### src/rtl/arm_rf_pkg.sv
// Shared types and default sizes for the multi-port ARM register file.
// Holds the clear-sequencer state encoding and default geometry.
package arm_rf_pkg;

  typedef enum logic {
    RF_IDLE  = 1'b0,
    RF_SWEEP = 1'b1
  } rfState_t;

  localparam int RF_W       = 32;
  localparam int RF_DEPTH   = 16;
  localparam int RF_AW      = 4;
  localparam int RF_NRD     = 2;
  localparam int RF_PC_STEP = 4;

endpackage

### src/rtl/rf_clear_seq.sv
// Sweep-clear sequencer: IDLE/SWEEP FSM, clear counter, busy, write reject.
// Ports: CLK, CLR (async, active-high), RW, SCLR, addr_wr in;
//   busy, wr_reject, wrAccept, bypassEn, sweepEn, idle, cnt out.
module rf_clear_seq
  import arm_rf_pkg::*;
#(
  parameter int DEPTH = RF_DEPTH,
  parameter int AW    = RF_AW
) (
  input  logic          CLK,
  input  logic          CLR,
  input  logic          RW,
  input  logic          SCLR,
  input  logic [AW-1:0] addr_wr,
  output logic          busy,
  output logic          wr_reject,
  output logic          wrAccept,
  output logic          bypassEn,
  output logic          sweepEn,
  output logic          idle,
  output logic [AW-1:0] cnt
);

  localparam logic [AW-1:0] LAST = AW'(DEPTH - 1);

  rfState_t      state;
  rfState_t      nextState;
  logic [AW-1:0] cntNext;
  logic          rejNext;
  logic          wrInRange;

  assign idle      = (state == RF_IDLE);
  assign sweepEn   = (state == RF_SWEEP);
  assign wrInRange = {1'b0, addr_wr} < (AW + 1)'(DEPTH);
  // SCLR has priority over a same-cycle write.
  assign bypassEn  = idle & RW & ~SCLR;
  assign wrAccept  = bypassEn & wrInRange;

  always_comb begin
    nextState = state;
    cntNext   = cnt;
    rejNext   = 1'b0;
    unique case (state)
      RF_IDLE: begin
        rejNext = RW & SCLR;
        if (SCLR) begin
          nextState = RF_SWEEP;
          cntNext   = '0;
        end
      end
      RF_SWEEP: begin
        rejNext = RW;
        if (cnt == LAST) begin
          nextState = RF_IDLE;
          cntNext   = '0;
        end else begin
          cntNext = cnt + AW'(1);
        end
      end
    endcase
  end

  always_ff @(posedge CLK or posedge CLR) begin
    if (CLR) begin
      state     <= RF_IDLE;
      cnt       <= '0;
      busy      <= 1'b0;
      wr_reject <= 1'b0;
    end else begin
      state     <= nextState;
      cnt       <= cntNext;
      busy      <= (nextState == RF_SWEEP);
      wr_reject <= rejNext;
    end
  end

endmodule

### src/rtl/register_file_mp.sv
// Multi-read-port register file with write bypass and sweep clear.
// Ports: CLK, CLR, addr_rd/data_rd (NRD ports), addr_wr, data_wr, RW,
//   SCLR in; data_rd, busy, wr_reject out. RF_PC_AUTOINC_EN enables PC step.
module register_file_mp
  import arm_rf_pkg::*;
#(
  parameter int W       = RF_W,
  parameter int DEPTH   = RF_DEPTH,
  parameter int AW      = RF_AW,
  parameter int NRD     = RF_NRD,
  parameter int PC_STEP = RF_PC_STEP
) (
  input  logic              CLK,
  input  logic              CLR,
  input  logic [NRD*AW-1:0] addr_rd,
  output logic [NRD*W-1:0]  data_rd,
  input  logic [AW-1:0]     addr_wr,
  input  logic [W-1:0]      data_wr,
  input  logic              RW,
  input  logic              SCLR,
  output logic              busy,
  output logic              wr_reject
);

`ifdef RF_PC_AUTOINC_EN
  localparam bit PC_AUTO = 1'b1;
`else
  localparam bit PC_AUTO = 1'b0;
`endif

  localparam logic [AW-1:0] PC_IDX = AW'(DEPTH - 1);

  logic [W-1:0]  mem [DEPTH];
  logic          wrAccept;
  logic          bypassEn;
  logic          sweepEn;
  logic          idle;
  logic [AW-1:0] cnt;
  logic          pcInc;

  rf_clear_seq #(
    .DEPTH(DEPTH),
    .AW   (AW)
  ) uSeq (
    .CLK      (CLK),
    .CLR      (CLR),
    .RW       (RW),
    .SCLR     (SCLR),
    .addr_wr  (addr_wr),
    .busy     (busy),
    .wr_reject(wr_reject),
    .wrAccept (wrAccept),
    .bypassEn (bypassEn),
    .sweepEn  (sweepEn),
    .idle     (idle),
    .cnt      (cnt)
  );

  // An accepted write to the PC slot wins over the increment.
  assign pcInc = PC_AUTO & idle &
                 ~(wrAccept & (addr_wr == PC_IDX));

  always_ff @(posedge CLK or posedge CLR) begin
    if (CLR) begin
      for (int i = 0; i < DEPTH; i++) begin
        mem[i] <= '0;
      end
    end else if (sweepEn) begin
      mem[cnt] <= '0;
    end else begin
      if (wrAccept) begin
        mem[addr_wr] <= data_wr;
      end
      if (pcInc) begin
        mem[DEPTH-1] <= mem[DEPTH-1] + W'(PC_STEP);
      end
    end
  end

  for (genvar k = 0; k < NRD; k++) begin : gRd
    logic [AW-1:0] ra;
    logic [W-1:0]  rd;
    logic          inRange;

    assign ra      = addr_rd[k*AW +: AW];
    assign inRange = {1'b0, ra} < (AW + 1)'(DEPTH);

    always_comb begin
      rd = '0;
      if (!CLR && inRange) begin
        if (bypassEn && (ra == addr_wr)) begin
          rd = data_wr;
        end else begin
          rd = mem[ra];
        end
      end
    end

    assign data_rd[k*W +: W] = rd;
  end

endmodule

### config.mk
export PLATFORM = sky130hd
export DESIGN_NAME = register_file_mp
export DESIGN_NICKNAME = d
export VERILOG_FILES = /design/src/rtl/arm_rf_pkg.sv /design/src/rtl/rf_clear_seq.sv /design/src/rtl/register_file_mp.sv
export SDC_FILE = /design/constraint.sdc
export NUM_CORES = 1
export LEC_CHECK = 0
export CELL_PAD_IN_SITES_DETAIL_PLACEMENT = 0
export CELL_PAD_IN_SITES_GLOBAL_PLACEMENT = 1
export CORE_MARGIN = 5
export CORE_UTILIZATION = 39
export CTS_BUF_LIST = sky130_fd_sc_hd__clkbuf_8
export DETAILED_ROUTE_END_ITERATION = 10
export PLACE_DENSITY_LB_ADDON = 0.1
export SLEW_MARGIN = 10
export SYNTH_ARGS = -nofsm -noshare
export SYNTH_HDL_FRONTEND = slang
export SYNTH_SLANG_ARGS = --single-unit
### constraint.sdc
create_clock -name CLK -period 33.8 [get_ports CLK]
set_input_delay 6.76 -clock CLK [delete_from_list [all_inputs] [get_ports CLK]]
set_output_delay 6.76 -clock CLK [all_outputs]
set_load 0.05 [all_outputs]
==> impl_metrics.tcl <==
set metrics [dict create \
    status "finished clean" \
    synth_top_area_share_pct 48.0 \
    cp_max_fo 33 \
    die_w_um 273 \
    cp-end-kind "output port" \
    startpoint "addr_wr[2]" \
    min_period_ns 17.82 \
    worst_slew_pin_slew_ns 1.09 \
    maxCapViolCount 0 \
    ys_ff_latch 518 \
    tns_ns 0 \
    reg2reg_from "uSeq.busy" \
    rsz0062_at_grt "no" \
    nets 1962 \
    drc 0 \
    cts_tree "built" \
    synth_ff_type "dfrtp_1" \
    worst_ep_arrival_time_ns 11.06 \
    antenna_found_initial 4 \
    hold_buffers 0 \
    critical_path_class "in2out" \
    clock_latency_ns 0.69 \
    grt_pass1_wl_um 155000 \
    drt_iter0_drc 2098 \
    fmax_ghz 0.0561 \
    hold_class "reg2reg" \
    yosysWarnings 0 \
    htree_levels 3 \
    viasPerCell 6.97 \
    clockBufferDepth 3 \
    rows 96 \
    numCtsBuffers 95 \
    synth-edff-count 0 \
    layout-drive-gt1-share_pct 25.7 \
    min_from "mem[260]" \
    die-area_sq_um 74600 \
    synthCells 1907 \
    yosysSeqAreaShare_pct 48.0 \
    cts_resized 0 \
    die_h_um 273 \
    required_ns 27.04 \
    dr.pass1.iters 5 \
    power_density_nw_per_um2 54.1 \
    avgSynthCellArea_sq_um 14.2 \
    wl_um 107000 \
    synth_area_leader_cell "dfrtp_1" \
    gp_congestion 0.771 \
    hold_violations 0 \
    cp-start-kind "input port" \
    post_cts_buffers 0 \
    finalMaxSlewViolations 0 \
    final_util_pct 45.0 \
    area_growth_pct 14.3 \
    peakVddDrop_mv 0.0267 \
    postSynthNetCount 1959 \
    final_cells 2916 \
    grt_max_degree 121 \
    ys_async_sr_fraction_pct 100 \
    leakagePower_nw 13.6 \
    pin_count 114 \
    hpwl_um 53400 \
    post_drt_wl_per_cell_um 36.6 \
    overflow 0 \
    synth.area.top_cells "dfrtp_1 (48%), mux4_2 (21%), a22o_1 (18%)" \
    maxSlewHeadroom_pct 27.5 \
    cts_num_sinks 518 \
    dp_cells 2744 \
    coreArea_sq_um 68600 \
    synthDistinctLibCells 34 \
    portBuffers 113 \
    period_share_pct 52.7 \
    grt_pass1_vias 21456 \
    finalSetupViolCount 0 \
    vias 20333 \
    grt_usage_pct 28.4 \
    cts-root-buf "clkbuf_8" \
    clkTransAtPathRegs_ns 0.05 \
    finClkSkew_ns 0.0190 \
    antenna_left 0 \
    initial_core_util_pct 39.4 \
    netlist_area_sq_um 27000 \
]
## path summary, 6_finish.rpt
kind,to,slack (ns),cells after the start
setup / recovery,data_rd[49],15.98,7
hold / removal,mem[260],0.51,1
setup reg to reg,mem[399],30.32,6
hold reg to reg,mem[260],0.51,1
max in group asynchronous,mem[131],25.25,4
min in group asynchronous,mem[499],6.26,2
## synthesized netlist by cell type (2+ instances only)
cell,number
ha_1,4
nand2_1,36
a21oi_1,17
nor4_2,3
xor2_1,9
nor2b_1,5
nor4_4,2
a21oi_2,2
nor3_4,6
nand3_1,2
inv_1,4
buf_2,103
a21o_1,33
dfrtp_1,518
clkbuf_1,129
and2_1,4
buf_4,7
nor3b_1,4
mux4_2,256
o31ai_1,3
buf_1,36
nor3_2,6
a221oi_1,32
nor2_1,5
a22oi_1,128
a22o_1,544
nand2b_1,2
## cell usage in the layout, fill, tap and decap left out, types with 3 or more instances in the layout
cell type        instances
a22o_1                 544
dfrtp_1                518
mux4_2                 256
a22oi_1                128
clkbuf_8               127
clkdlybuf4s50_1        108
buf_4                   67
inv_1                   41
nand2_1                 36
a21o_1                  33
a221oi_1                32
a21oi_4                 17
nor3_4                  12
xor2_1                   9
clkinv_2                 6
nor4_4                   5
and2_2                   4
nor2b_4                  4
ha_1                     4
nor2_1                   3
nor3b_1                  3
o31ai_1                  3
buf_6                    3
## final cells by class
cell class	count	area (sq um)
sequential	518	13000
fill	6139	37700
inverter	5	26.3
clock inverter	46	189
tap	931	1160
clock buffer	125	1720
timing repair buffer	181	1650
antenna	1	2.50
multi-input combinational	1109	13100
## logic make-up (layout without fill, tap and decap cells)
logic type      count (synthesis)  count (layout)  share of synthesized area [%]
compound gates                761             761                           23.7
flops                         518             518                           48.0
mux                           256             256                           21.4
buf+inv                       280             357                           4.47
xor+xnor                        9               9                          0.292
simple gates                   79              79                           1.98
other cells                     0               1                              0
fa+ha+maj                       4               4                          0.185
## worst max-delay path, stage by stage
cell and delay [ns]:
clkdlybuf4s50_1 1.11, xor2_1 0.23, nor4_4 0.24, buf_4 0.62, and2_2 0.99, a21o_1 0.26
clkdlybuf4s50_1 0.81
## layer usage
layer | share of wire [%] | vias up | wire length (um) | GRT usage (%)
met3 | 8.3 | 290 | 8840 | 5.82
met5 | 0 | - | 0 | 0
met4 | 4.5 | 0 | 4800 | 11.1
met2 | 47 | 1169 | 50600 | 46.0
li1 | - | 7871 | - | -
met1 | 40 | 11003 | 42600 | 37.9
## report_power, final
group,internal (mW),switching (mW)
clock,0.328,0.279
combinational,0.119,0.232
sequential,0.670,0.0397
total,1.12,0.551
## flip-flops by register name, summed over array words and instances, names as in the netlist
| register | cells |
|---|---|
| mem | 512 |
| uSeq.cnt | 4 |
| uSeq.busy | 1 |
| uSeq.wr_reject | 1 |
## through the flow
step,cell area [sq um],hold WS (ns),power [mW],setup WS (ns)
3_5_place_dp,28900,0.495,1.06,16.05
4_1_cts,30800,0.517,1.67,16.03
3_3_place_gp,28900,0.494,1.06,16.12
5_1_grt,30800,0.528,1.72,15.92
6_report,30800,0.513,1.67,15.98
2_1_floorplan,27000,0.477,0.915,7.60
No activity file was read; power rests on OpenSTA's default activity.
